File: src/rtl/maq_pkg.sv
// rtl/maq_pkg.sv - shared types, constants and BCD hour helpers for the hours stage
package maq_pkg;

    typedef enum logic {RUN, SET} maqh_state_t;

    localparam logic [1:0] HOUR_MAX_MSD        = 2'd2;
    localparam logic [3:0] HOUR_MAX_LSD_AT_MAX = 4'd3;

    typedef struct packed {
        logic [1:0] msd;
        logic [3:0] lsd;
    } hour_t;

    typedef struct packed {
        logic  pm;
        hour_t hr;
    } hour12_t;

    function automatic hour_t bcd_inc(input hour_t h);
        hour_t r;
        r = h;
        if (h.msd == HOUR_MAX_MSD && h.lsd == HOUR_MAX_LSD_AT_MAX) begin
            r = '0;
        end else if (h.lsd == 4'd9) begin
            r.lsd = 4'd0;
            r.msd = h.msd + 2'd1;
        end else begin
            r.lsd = h.lsd + 4'd1;
        end
        return r;
    endfunction

    function automatic hour_t bcd_dec(input hour_t h);
        hour_t r;
        r = h;
        if (h.msd == 2'd0 && h.lsd == 4'd0) begin
            r.msd = HOUR_MAX_MSD;
            r.lsd = HOUR_MAX_LSD_AT_MAX;
        end else if (h.lsd == 4'd0) begin
            r.lsd = 4'd9;
            r.msd = h.msd - 2'd1;
        end else begin
            r.lsd = h.lsd - 4'd1;
        end
        return r;
    endfunction

    // Midnight and noon both display as 12; pm covers 12..23
    function automatic hour12_t to_12h(input hour_t h);
        hour12_t r;
        int      v;
        int      v12;
        v   = int'(h.msd) * 10 + int'(h.lsd);
        v12 = v % 12;
        if (v12 == 0) v12 = 12;
        r.pm     = (v >= 12);
        r.hr.msd = 2'(v12 / 10);
        r.hr.lsd = 4'(v12 % 10);
        return r;
    endfunction

endpackage

File: src/rtl/maq_h_if.sv
// rtl/maq_h_if.sv - hours stage signal bundle; optional maqh_pm under MAQH_12H_EN
interface maq_h_if;
    logic       maqh_inc_hora;
    logic       maqh_set;
    logic       maqh_up;
    logic       maqh_down;
    logic [3:0] maqh_lsd;
    logic [1:0] maqh_msd;
    logic       maqh_inc_dia;
    logic       maqh_setting;
    logic       maqh_blink;
`ifdef MAQH_12H_EN
    logic       maqh_pm;

    modport master (
        output maqh_inc_hora, maqh_set, maqh_up, maqh_down,
        input  maqh_lsd, maqh_msd, maqh_inc_dia, maqh_setting, maqh_blink, maqh_pm
    );
    modport slave (
        input  maqh_inc_hora, maqh_set, maqh_up, maqh_down,
        output maqh_lsd, maqh_msd, maqh_inc_dia, maqh_setting, maqh_blink, maqh_pm
    );
`else
    modport master (
        output maqh_inc_hora, maqh_set, maqh_up, maqh_down,
        input  maqh_lsd, maqh_msd, maqh_inc_dia, maqh_setting, maqh_blink
    );
    modport slave (
        input  maqh_inc_hora, maqh_set, maqh_up, maqh_down,
        output maqh_lsd, maqh_msd, maqh_inc_dia, maqh_setting, maqh_blink
    );
`endif
endinterface

File: src/rtl/maqh_btn_rpt.sv
// rtl/maqh_btn_rpt.sv - button rising-edge detector with REPEAT_CYC auto-repeat step pulse
module maqh_btn_rpt #(
    parameter int REPEAT_CYC = 25000000
) (
    input  logic clk,
    input  logic rst,
    input  logic btn,
    input  logic hold,
    output logic edge_pulse,
    output logic step
);
    localparam int W = $clog2(REPEAT_CYC + 1);
    localparam logic [W-1:0] LAST = W'(REPEAT_CYC - 1);

    logic         prev;
    logic [W-1:0] cnt;

    // cnt is zero on the press cycle and every REPEAT_CYC cycles after it
    always_ff @(posedge clk or posedge rst) begin
        if (rst) begin
            prev <= 1'b0;
            cnt  <= '0;
        end else begin
            prev <= btn;
            if (btn && !hold) begin
                cnt <= (cnt == LAST) ? '0 : cnt + 1'b1;
            end else begin
                cnt <= '0;
            end
        end
    end

    assign edge_pulse = btn & ~prev;
    assign step       = btn & ~hold & (cnt == '0);
endmodule

File: src/rtl/maq_h.sv
// rtl/maq_h.sv - hours stage: BCD 00-23 count, day carry, set mode with repeat and blink; option MAQH_12H_EN
module maq_h
    import maq_pkg::*;
#(
    parameter int REPEAT_CYC = 25000000,
    parameter int BLINK_CYC  = 12500000
) (
    input  logic     maqh_clock,
    input  logic     reset,
    maq_h_if.slave   bus
);
    localparam int BW = $clog2(BLINK_CYC + 1);
    localparam logic [BW-1:0] BLINK_LAST = BW'(BLINK_CYC - 1);

    maqh_state_t   state;
    hour_t         hour;
    logic          inc_q;
    logic [BW-1:0] blink_cnt;
    logic          inc_dia;
    logic          setting;
    logic          blink;

    logic carry;
    logic both;
    logic set_edge;
    logic up_step;
    logic down_step;
    logic set_step_unused;
    logic up_edge_unused;
    logic down_edge_unused;

    assign carry = inc_q & ~bus.maqh_inc_hora;
    assign both  = bus.maqh_up & bus.maqh_down;

    maqh_btn_rpt #(.REPEAT_CYC(REPEAT_CYC)) u_set (
        .clk(maqh_clock), .rst(reset), .btn(bus.maqh_set), .hold(1'b0),
        .edge_pulse(set_edge), .step(set_step_unused)
    );
    maqh_btn_rpt #(.REPEAT_CYC(REPEAT_CYC)) u_up (
        .clk(maqh_clock), .rst(reset), .btn(bus.maqh_up), .hold(both),
        .edge_pulse(up_edge_unused), .step(up_step)
    );
    maqh_btn_rpt #(.REPEAT_CYC(REPEAT_CYC)) u_down (
        .clk(maqh_clock), .rst(reset), .btn(bus.maqh_down), .hold(both),
        .edge_pulse(down_edge_unused), .step(down_step)
    );

    always_ff @(posedge maqh_clock or posedge reset) begin
        if (reset) begin
            state     <= RUN;
            hour      <= '0;
            inc_q     <= 1'b0;
            blink_cnt <= '0;
            inc_dia   <= 1'b0;
            setting   <= 1'b0;
            blink     <= 1'b1;
        end else begin
            inc_q   <= bus.maqh_inc_hora;
            inc_dia <= 1'b0;
            case (state)
                RUN: begin
                    // A carry coinciding with the set press still lands before SET
                    if (carry) begin
                        hour <= bcd_inc(hour);
                        if (hour.msd == HOUR_MAX_MSD && hour.lsd == HOUR_MAX_LSD_AT_MAX) begin
                            inc_dia <= 1'b1;
                        end
                    end
                    if (set_edge) begin
                        state     <= SET;
                        setting   <= 1'b1;
                        blink     <= 1'b0;
                        blink_cnt <= '0;
                    end
                end
                SET: begin
                    if (set_edge) begin
                        state   <= RUN;
                        setting <= 1'b0;
                        blink   <= 1'b1;
                    end else begin
                        if (blink_cnt == BLINK_LAST) begin
                            blink_cnt <= '0;
                            blink     <= ~blink;
                        end else begin
                            blink_cnt <= blink_cnt + 1'b1;
                        end
                        if (up_step) begin
                            hour <= bcd_inc(hour);
                        end else if (down_step) begin
                            hour <= bcd_dec(hour);
                        end
                    end
                end
                default: state <= RUN;
            endcase
        end
    end

`ifdef MAQH_12H_EN
    hour12_t disp;
    assign disp        = to_12h(hour);
    assign bus.maqh_lsd = disp.hr.lsd;
    assign bus.maqh_msd = disp.hr.msd;
    assign bus.maqh_pm  = disp.pm;
`else
    assign bus.maqh_lsd = hour.lsd;
    assign bus.maqh_msd = hour.msd;
`endif
    assign bus.maqh_inc_dia = inc_dia;
    assign bus.maqh_setting = setting;
    assign bus.maqh_blink   = blink;
endmodule

File: src/flat_wrapper.sv
// flat-port wrapper written by rule: the top's interface ports become plain ports
module maq_h_flat import maq_pkg::*;
#(
    parameter int REPEAT_CYC = 25000000,
    parameter int BLINK_CYC  = 12500000
)
  (maqh_clock, reset, bus_maqh_inc_hora, bus_maqh_set, bus_maqh_up, bus_maqh_down, bus_maqh_lsd, bus_maqh_msd, bus_maqh_inc_dia, bus_maqh_setting, bus_maqh_blink);
  maq_h_if bus_i ();
  input  logic maqh_clock;
  input  logic reset;
  input wire logic [$bits(bus_i.maqh_inc_hora)-1:0] bus_maqh_inc_hora;
  input wire logic [$bits(bus_i.maqh_set)-1:0] bus_maqh_set;
  input wire logic [$bits(bus_i.maqh_up)-1:0] bus_maqh_up;
  input wire logic [$bits(bus_i.maqh_down)-1:0] bus_maqh_down;
  output wire logic [$bits(bus_i.maqh_lsd)-1:0] bus_maqh_lsd;
  output wire logic [$bits(bus_i.maqh_msd)-1:0] bus_maqh_msd;
  output wire logic [$bits(bus_i.maqh_inc_dia)-1:0] bus_maqh_inc_dia;
  output wire logic [$bits(bus_i.maqh_setting)-1:0] bus_maqh_setting;
  output wire logic [$bits(bus_i.maqh_blink)-1:0] bus_maqh_blink;
  assign bus_i.maqh_inc_hora = bus_maqh_inc_hora;
  assign bus_i.maqh_set = bus_maqh_set;
  assign bus_i.maqh_up = bus_maqh_up;
  assign bus_i.maqh_down = bus_maqh_down;
  assign bus_maqh_lsd = bus_i.maqh_lsd;
  assign bus_maqh_msd = bus_i.maqh_msd;
  assign bus_maqh_inc_dia = bus_i.maqh_inc_dia;
  assign bus_maqh_setting = bus_i.maqh_setting;
  assign bus_maqh_blink = bus_i.maqh_blink;
  maq_h #(.REPEAT_CYC(REPEAT_CYC), .BLINK_CYC(BLINK_CYC)) u_core (.maqh_clock(maqh_clock), .reset(reset), .bus(bus_i));
endmodule
File: config.mk
export PLATFORM = sky130hd
export DESIGN_NAME = maq_h_flat
export DESIGN_NICKNAME = d
export VERILOG_FILES = /design/src/rtl/maq_pkg.sv /design/src/rtl/maq_h_if.sv /design/src/rtl/maqh_btn_rpt.sv /design/src/rtl/maq_h.sv /design/src/flat_wrapper.sv
export SDC_FILE = /design/constraint.sdc
export NUM_CORES = 1
export LEC_CHECK = 0
export CAP_MARGIN = 20
export CORE_MARGIN = 2
export CORE_UTILIZATION = 60
export DETAILED_ROUTE_END_ITERATION = 7
export PLACE_DENSITY_LB_ADDON = 0.2
export SYNTH_ARGS = -nofsm -noshare
export SYNTH_HDL_FRONTEND = slang
export SYNTH_SLANG_ARGS = --single-unit
File: constraint.sdc
create_clock -name maqh_clock -period 4 [get_ports maqh_clock]
set_clock_uncertainty 0.05 [all_clocks]
set_input_delay 0.4 -clock maqh_clock [delete_from_list [all_inputs] [get_ports maqh_clock]]
set_output_delay 0.4 -clock maqh_clock [all_outputs]
set_load 0.02 [all_outputs]
==> results of run 1 <==
==> per-stage QoR <==
step / cell area [um2] / hold slack (ns) / std cells / util
finish: 5161 / 0.2845 / 616 / 0.6679
global route: 5161 / 0.3220 / 616 / 0.6679
CTS: 5161 / 0.2911 / 616 / 0.6679
detailed placement: 4955 / 0.4330 / 600 / 0.6412
global placement: 4955 / 0.4109 / 600 / 0.6412
floorplan: 4776 / 0.3814 / 496 / -
==> critical path, delay by kind of cell <==
family | cells | cell delay, ns
buf+inv | 1 | 0.48
fa+ha+maj | 1 | 0.55
compound gates | 1 | 0.14
simple gates | 5 | 1.43
==> kinds of logic after synthesis <==
family,after synthesis,share of synthesized area
XOR/XNOR,60,0.1100
buffers and inverters,42,0.04480
multiplexers,8,0.01729
AND/OR/NAND/NOR,241,0.2727
adder cells (fa/ha/maj),13,0.03406
flip-flops,86,0.4509
AO/OA/AOI/OAI,46,0.07022
==> registers in the layout, indices dropped and copies added, names as in the netlist <==
signal,cells
u_core.u_down.cnt,25
u_core.u_up.cnt,25
u_core.blink_cnt,24
u_core.bus.maqh_lsd,4
u_core.bus.maqh_msd,2
u_core.bus.maqh_blink,1
u_core.bus.maqh_inc_dia,1
u_core.bus.maqh_setting,1
u_core.inc_q,1
u_core.state,1
u_core.u_set.prev,1
==> synthesized netlist by cell type (5+ instances only) <==
library cell	number
dfrtp_1	85
nor4b_1	5
a21oi_1	13
and3_1	8
clkbuf_1	5
nand3_1	30
xor2_1	28
nand2_1	34
xnor2_1	32
mux2i_1	6
ha_1	13
nand4_1	16
nor3_1	13
o22ai_1	6
and2_1	5
inv_1	27
and4_1	7
o21ai_0	9
nor4_1	21
or3_1	7
nor2_1	73
==> path summary, 6_finish.rpt <==
check,startpoint,slack (ns),end,depth (start not counted)
worst max-delay path,bus_maqh_set,1.22,u_core.blink_cnt[23]$_DFFE_PP0P_,8
worst min-delay path,reset,0.28,u_core.u_up.cnt[13]$_DFF_PP0_,2
worst max register to register,u_core.state$_DFF_PP0_,1.26,u_core.blink_cnt[23]$_DFFE_PP0P_,7
worst min register to register,u_core.u_down.cnt[0]$_DFF_PP0_,0.44,u_core.u_down.cnt[0]$_DFF_PP0_,1
max in group asynchronous,reset,2.82,u_core.bus.maqh_blink$_DFFE_PP1P_,3
min in group maqh_clock,u_core.u_down.cnt[0]$_DFF_PP0_,0.44,u_core.u_down.cnt[0]$_DFF_PP0_,1
==> layout by cell type, fill, tap and decap left out, types with 3 or more instances in the layout <==
master | netlist | final
nor2_1 | 73 | 73
and4_1 | 7 | 7
inv_1 | 27 | 26
mux2i_1 | 6 | 6
o22ai_1 | 6 | 6
nor4b_1 | 5 | 5
nand3_1 | 30 | 30
nor3_1 | 13 | 13
xor2_1 | 28 | 28
and3_1 | 8 | 8
ha_1 | 13 | 13
nor2b_1 | 3 | 3
or3_1 | 7 | 7
nand2b_1 | 4 | 4
clkbuf_8 | 0 | 10
clkdlybuf4s50_1 | 0 | 14
buf_4 | 2 | 3
nor4_1 | 21 | 21
nand4_1 | 16 | 16
a21oi_1 | 13 | 13
a21o_1 | 4 | 4
dfrtp_1 | 85 | 85
and2_1 | 5 | 5
o21ai_0 | 9 | 9
nand2_1 | 34 | 34
o2bb2ai_1 | 3 | 3
xnor2_1 | 32 | 32
==> metal layers <==
metal  track usage  wire length (um)
met1        0.3226              4435
met5             0                 0
met4       0.07108                96
met2        0.3829              4524
met3       0.04593               293
==> power by group through the flow <==
| stage | clock network (W) | logic [W] | registers [W] |
|---|---|---|---|
| after global routing | 0.000674 | 0.000747 | 0.00106 |
| after CTS | 0.000641 | 0.000670 | 0.00104 |
| final | 0.000626 | 0.000669 | 0.00104 |
| after floorplan | 0 | 0.000498 | 0.00106 |
| after detailed placement | 0 | 0.000668 | 0.00106 |
| after global placement | 0 | 0.000646 | 0.00105 |
==> cell type report <==
class	count	area share
multi-input cells	368	0.4667
flip-flops and latches	86	0.4172
repair buffers	17	0.03152
clock buffers	10	0.02667
well taps	102	0.02473
inverters	27	0.01988
clock inverters	6	0.01333
==> impl_metrics.json, run 1 <==
{
  "drt_pass1_iterations": 5,
  "yosysTopAreaCell": "dfrtp_1",
  "ys_types": 53,
  "pre_cts_slack_ns": 0.8722,
  "syn_nets": 515,
  "initial_core_util": 0.6180,
  "drcViolationCount": 0,
  "dieArea_um2": 8689,
  "synth_area_leaders": "dfrtp_1, xnor2_1, nor2_1",
  "multi_input_area_um2": 2409,
  "cts.sinks": 86,
  "ant_nets": 0,
  "fillers": 620,
  "total_power_w": 0.002335,
  "maxSlewHeadroom": 0.5291,
  "max_freq_ghz": 0.3600,
  "layout_setup_ws_ns": 1.222,
  "maxCapViolCount": 0,
  "outcome": "completed",
  "num_rows": 32,
  "grt_max_degree": 36,
  "synth_top_area_share": 0.4454,
  "cp-end-kind": "register",
  "ir_drop_uv": 218.9,
  "startpoint_type": "primary input",
  "swShare": 0.3367,
  "diodes": 0,
  "die_w_um": 93.22,
  "cp_slowest_cell": "ha_1",
  "synthCells": 496,
  "ctsResizeCount": 0,
  "crit_arrival_ns": 3.00,
  "p_clk_frac": 0.268,
  "clock_latency_ns": 0.35,
  "cts_buffer_depth": 2,
  "slew_viol_final": 0,
  "cts_made_buffers": 9,
  "yosys_most_used_dff": "dfrtp_1",
  "holdCritPathClass": "in -> async",
  "gr-usage-all-layers": 0.2356,
  "cts-root-buf": "clkbuf_8",
  "areaGrowthSynthToFinish_pct": 8.069,
  "place_hpwl_mm": 6.545,
  "core_area_um2": 7727,
  "critPathMostFrequentCell": "nand3_1",
  "post_cts_buffers": 0,
  "wl_per_cell_um": 15.18,
  "cts_tree": "done",
  "synth_area_um2": 4776,
  "gp_congestion": 0.8849,
  "syn_avg_cell_area_um2": 9.629,
  "ios": 15,
  "grt_pass1_wl_mm": 16.35,
  "vias": 3586,
  "final_nets": 528,
  "crit_path_max_incr_delay_ns": 0.55,
  "p_comb_frac": 0.286,
  "regArea_um2": 2153,
  "synth_seq_cells": 86,
  "drtIter0Drc": 150,
  "min_period_over_period": 0.6944,
  "setup_tns_ns": 0,
  "clkTransAtPathRegs_ns": 0.09,
  "worst_pin_slew_ns": 0.7063,
  "cp.required_ns": 4.22,
  "viasPerCell": 5.821,
  "critPathMaxFanout": 13,
  "synth_edf_count": 0,
  "holdBufCountCts": 0,
  "grt_pass1_vias": 3499,
  "critPathKind": "in -> reg",
  "final-hold-violation-count": 0,
  "die-height_um": 93.22,
  "io_buffers": 14,
  "wirelength_mm": 9.349,
  "rsz0062_at_grt": "false",
  "ys_warn_count": 0,
  "path_cells": "clkdlybuf4s50_1 > nand2b_1 > ha_1 > nand3_1 > nor4_4 > nand3_1 > or3_1 > a21oi_1",
  "htree_levels": 3,
  "antenna_found_initial": 0,
  "p_sw_w": 0.0007862,
  "grt-ovfl-total": 0,
  "drive_above_1_share": 0.07004,
  "setup_violations": 0,
  "power.density_nw_per_um2": 452.4,
  "fin_crit_ns": 2.778,
  "intPower_w": 0.001549,
  "leakage_nw": 2.164,
  "p_seq_frac": 0.446,
  "ys_seq_area_frac": 0.4509,
  "ys_async_sr_fraction": 1.000
}
No activity file was read; power rests on OpenSTA's default activity.
==> run 2: changes to the inputs <==
Clock period 4 ns to 2.65 ns, I/O delays scaled along.
==> run 2 against run 1 <==
Global-route usage increased by 0.71 points. Sequential power increased by 49%. Design area increased by 2.2%. Via count increased by 2.9%. Power increased by 59%. Largest power group unchanged.
==> impl_metrics.json, run 2 (synthesis gave the netlist of run 1 again) <==
{
  "gp_congestion": 0.8187,
  "final-hold-violation-count": 0,
  "wirelength_mm": 9.639,
  "ant_nets": 0,
  "viasPerCell": 5.896,
  "min_period_over_period": 0.8254,
  "max_freq_ghz": 0.4572,
  "maxSlewHeadroom": 0.5932,
  "clock_latency_ns": 0.36,
  "rsz0062_at_grt": "false",
  "rrSetupSlack_ns": 0.46,
  "p_comb_frac": 0.295,
  "worst_pin_slew_ns": 0.6094,
  "critPathKind": "reg -> reg",
  "die_w_um": 93.22,
  "intPower_w": 0.002477,
  "cp.required_ns": 2.86,
  "critPathMaxFanout": 12,
  "cts.sinks": 86,
  "dieArea_um2": 8689,
  "cts_tree": "done",
  "htree_levels": 3,
  "cts-root-buf": "clkbuf_8",
  "num_rows": 32,
  "drcViolationCount": 0,
  "die-height_um": 93.22,
  "clkTransAtPathRegs_ns": 0.10,
  "wl_per_cell_um": 15.40,
  "initial_core_util": 0.6180,
  "areaGrowthSynthToFinish_pct": 10.43,
  "utilization": 0.6825,
  "gr-usage-all-layers": 0.2427,
  "p_seq_frac": 0.419,
  "fin_crit_ns": 2.187,
  "post_cts_buffers": 0,
  "ctsResizeCount": 0,
  "swShare": 0.3316,
  "antenna_found_initial": 0,
  "r2r_cells": 8,
  "maxCapViolCount": 0,
  "grt_max_degree": 38,
  "p_sw_w": 0.001229,
  "grt_pass1_vias": 3636,
  "slew_viol_final": 0,
  "power.density_nw_per_um2": 702.6,
  "place_hpwl_mm": 6.623,
  "outcome": "completed",
  "drive_above_1_share": 0.08779,
  "cts_made_buffers": 9,
  "setup_tns_ns": 0,
  "cts_buffer_depth": 2,
  "vias": 3691,
  "final_nets": 538,
  "drtIter0Drc": 160,
  "top_regs": "u_core.u_down.cnt x25, u_core.u_up.cnt x25, u_core.blink_cnt x24",
  "cp-end-kind": "register",
  "ir_drop_uv": 340.8,
  "startpoint_type": "register",
  "holdCritPathClass": "in -> async",
  "p_clk_frac": 0.287,
  "final_common_cell": "dfrtp_1",
  "core_area_um2": 7727,
  "fillers": 635,
  "crit_arrival_ns": 2.39,
  "io_buffers": 14,
  "leakage_nw": 2.228,
  "drt_pass1_iterations": 4,
  "diodes": 0,
  "holdBufCountCts": 0,
  "grt_pass1_wl_mm": 17.08,
  "ios": 15,
  "grt-ovfl-total": 0,
  "setup_violations": 0,
  "final_cell_mix": "dfrtp_1, nor2_1, nand2_1"
}
## run 2: power groups by stage
stage | clock network (W) | logic [W] | registers (W)
3_5_place_dp | 0 | 0.00108 | 0.00158
4_1_cts | 0.00107 | 0.00109 | 0.00155
6_report | 0.00106 | 0.00109 | 0.00155
3_3_place_gp | 0 | 0.00104 | 0.00157
2_1_floorplan | 0 | 0.000751 | 0.00160
5_1_grt | 0.00113 | 0.00120 | 0.00157
## run 2: worst max-delay path, cell delays in order, from the launching register on
cell	delay, ns
dfrtp_1	0.37
nand2b_1	0.15
ha_1	0.29
buf_4	0.17
nand2_1	0.13
nor4_4	0.50
nand4_1	0.20
xor2_1	0.18
nor2_1	0.05
## run 2: metrics by stage
step | setup slack, ns | total power (W) | hold WS [ns] | area (um2) | cells
after floorplan | 0.1148 | 0.002355 | 0.2464 | 4776 | 496
after global placement | 0.2253 | 0.002615 | 0.4123 | 5042 | 610
after detailed placement | 0.1562 | 0.002653 | 0.4271 | 5042 | 610
after CTS | 0.4626 | 0.003715 | 0.2435 | 5274 | 626
after global routing | 0.3077 | 0.003905 | 0.2959 | 5274 | 626
final | 0.4627 | 0.003705 | 0.2228 | 5274 | 626
## run 2: layout make-up
type | count | area (um2) | share of cell area
Multi-Input combinational cell | 368 | 2409 | 0.4567
Sequential cell | 86 | 2153 | 0.4083
Timing Repair Buffer | 27 | 250.2 | 0.04745
Clock buffer | 10 | 137.6 | 0.02610
Tap cell | 102 | 127.6 | 0.02420
Inverter | 27 | 102.6 | 0.01945
Clock inverter | 6 | 93.84 | 0.01779
## run 2: final timing paths
kind	from	end
worst max-delay path	u_core.u_set.prev$_DFF_PP0_	u_core.blink_cnt[20]$_DFFE_PP0P_
worst min-delay path	reset	u_core.u_up.cnt[20]$_DFF_PP0_
worst max register to register	u_core.u_set.prev$_DFF_PP0_	u_core.blink_cnt[20]$_DFFE_PP0P_
worst min register to register	u_core.u_down.cnt[0]$_DFF_PP0_	u_core.u_down.cnt[0]$_DFF_PP0_
max in group asynchronous	reset	u_core.bus.maqh_blink$_DFFE_PP1P_
min in group maqh_clock	bus_maqh_inc_hora	u_core.inc_q$_DFF_PP0_
## run 2: routing by layer
metal  vias up  global-route usage  wire [um]
met3        15             0.03787        304
met4         0             0.07353        167
met5         -                   0          0
li1       1778                   -          -
met2        73              0.4070       4718
met1      1825              0.3273       4449
==> run 3: changes to the inputs <==
Settings changed: CORE_UTILIZATION 60 to 56.
Clock period 2.65 ns to 1.9 ns, I/O delays scaled along.
==> run 3 against run 2 <==
Power up 55%. Largest power group is now combinational cells. Critical path depth decreased by 2. Count of clock-buffer cells in the layout decreased by 1. Sequential power increased by 35%. Sequential share of layout area shrank 6.6 points. Critical endpoint is now u_core.bus.maqh_lsd[2]$_DFFE_PP0P_. Design area increased by 20%. Die area rose by 6.8%. Clock power up 36%. Largest cell class unchanged. The run now ends with negative setup slack left. Combinational power rose by 100%. Non-clock buffer count increased by 84.
==> impl_metrics.json, run 3 (synthesis gave the netlist of run 1 again) <==
{
  "violations": "negative setup slack",
  "final_cell_mix": "buf_4, dfrtp_1, nor2_1",
  "antenna_found_initial": 0,
  "whs_ns": 0.1068,
  "cp.required_ns": 2.09,
  "cp_slowest_cell": "dfrtp_2",
  "drt_pass1_iterations": 5,
  "drtIter0Drc": 194,
  "cp-end-kind": "register",
  "maxSlewHeadroom": 0.7428,
  "num_rows": 33,
  "final_common_cell": "buf_4",
  "drive_above_1_share": 0.3148,
  "vias": 4151,
  "final-hold-violation-count": 0,
  "outcome": "finished with violations",
  "path_cells": "nor4_4 > and4_4 > a21o_4 > buf_12 > mux2i_1 > o2bb2ai_1",
  "core_area_um2": 8258,
  "cts_buffer_depth": 2,
  "wl_per_cell_um": 16.75,
  "fin_crit_ns": 1.923,
  "ios": 15,
  "gr-usage-all-layers": 0.2573,
  "worst_pin_slew_ns": 0.3847,
  "grt-ovfl-total": 0,
  "rrSetupSlack_ns": -0.02,
  "maxCapViolCount": 0,
  "ant_nets": 0,
  "top_regs": "u_core.u_down.cnt x25, u_core.u_up.cnt x25, u_core.blink_cnt x24",
  "min_period_over_period": 1.012,
  "power.density_nw_per_um2": 912.7,
  "initial_core_util": 0.5783,
  "critPathMaxFanout": 6,
  "place_hpwl_mm": 7.530,
  "io_buffers": 14,
  "die_w_um": 96.35,
  "holdCritPathClass": "in -> async",
  "gp_congestion": 0.8830,
  "r2r-start": "u_core.u_up.cnt[17]$_DFF_PP0_",
  "areaGrowthSynthToFinish_pct": 32.04,
  "leakage_nw": 2.743,
  "cts_tree": "done",
  "final_cell_area_um2": 6306,
  "r2r-end": "u_core.bus.maqh_lsd[2]$_DFFE_PP0P_",
  "crit_arrival_ns": 2.11,
  "final_cells": 715,
  "grt_max_degree": 37,
  "drcViolationCount": 0,
  "final_nets": 624,
  "r2r_cells": 6,
  "grt_pass1_wl_mm": 18.46,
  "layout_setup_ws_ns": -0.02257,
  "critPathKind": "reg -> reg",
  "wirelength_mm": 11.98,
  "clock_latency_ns": 0.36,
  "cts_made_buffers": 9,
  "ir_drop_uv": 472.7,
  "max_freq_ghz": 0.5201,
  "diodes": 0,
  "crit_path_max_incr_delay_ns": 0.44,
  "cts.sinks": 86,
  "utilization": 0.7636,
  "viasPerCell": 5.806,
  "dieArea_um2": 9283,
  "rsz0062_at_grt": "true",
  "die-height_um": 96.35,
  "placed_area_um2": 5563,
  "dp_cells": 675,
  "startpoint_type": "register",
  "cts-root-buf": "clkbuf_8",
  "pre_cts_slack_ns": -0.2188,
  "grt_pass1_vias": 4007,
  "slew_viol_final": 0,
  "clkTransAtPathRegs_ns": 0.09,
  "htree_levels": 3,
  "holdBufCountCts": 0,
  "setup_violations": 1
}
==> run 3: cell count changes in the layout (fill, tap and decap cells not counted), moves of 5 or more <==
cell	previous run	this run
buf_4	12	91
nor4_1	21	10
nand3_1	30	23
ha_1	13	7
nand3_2	0	6
nor4_2	0	6
dfrtp_1	85	80
dfrtp_2	0	5
ha_2	0	5
nor4_4	2	7
==> run 3: repair_timing <==
action / CTS / global route
pin swaps: 5 / 15
buffers inserted: 3 / 17
gates cloned: 1 / 3
gates resized for setup: 17 / 54
endpoints found under the setup margin: 73 / 72
==> run 3: power breakdown <==
part           internal (W)  total, W  switching [W]
combinational       0.00105   0.00222        0.00117
sequential          0.00198   0.00209       0.000112
clock              0.000745   0.00144       0.000696
==> run 3: final cells by class <==
type / instances / area, um2
inverter: 27 / 105.1
tap: 105 / 131.4
clock buffer: 9 / 123.9
fill: 545 / 1952
sequential: 86 / 2160
multi-input combinational: 370 / 2786
clock inverter: 7 / 97.59
timing repair buffer: 111 / 902.1
==> run 3: metrics by stage <==
step	power [W]	TNS (ns)
after floorplan	0.003337	0
after global placement	0.003914	-3.332
after detailed placement	0.003958	-4.199
after CTS	0.005486	0
after global routing	0.006031	-0.8297
final	0.005755	-0.02257
==> run 3: critical path: cells and delay by family (launching register included) <==
kind / cells / cell delay (ns)
muxes: 1 / 0.23
AOI/OAI and AO/OA: 2 / 0.27
buffers and inverters: 1 / 0.13
and+or+nand+nor: 2 / 0.68
DFF: 1 / 0.44
==> run 3: how the worst max path moves through the flow <==
stage	startpoint	end	slack [ns]
6_report	u_core.u_up.cnt[17]$_DFF_PP0_	u_core.bus.maqh_lsd[2]$_DFFE_PP0P_	-0.02
5_1_grt	u_core.u_up.cnt[10]$_DFF_PP0_	u_core.bus.maqh_lsd[2]$_DFFE_PP0P_	-0.07
2_1_floorplan	u_core.bus.maqh_lsd[0]$_DFFE_PP0P_	u_core.bus.maqh_lsd[1]$_DFFE_PP0P_	0.008
3_3_place_gp	bus_maqh_down	u_core.bus.maqh_lsd[3]$_DFFE_PP0P_	-0.18
3_5_place_dp	bus_maqh_set	u_core.blink_cnt[23]$_DFFE_PP0P_	-0.22
4_1_cts	u_core.u_up.cnt[2]$_DFF_PP0_	u_core.bus.maqh_msd[1]$_DFFE_PP0P_	0.001
==> run 3: metal layers <==
| metal | vias up | share of wire | global-route usage | wire length (um) |
|---|---|---|---|---|
| li1 | 1968 | - | - | - |
| met5 | - | 0 | 0 | 0 |
| met3 | 19 | 0.044 | 0.04542 | 532 |
| met2 | 128 | 0.52 | 0.4404 | 6188 |
| met4 | 0 | 0.015 | 0.1068 | 185 |
| met1 | 2036 | 0.42 | 0.3213 | 5069 |
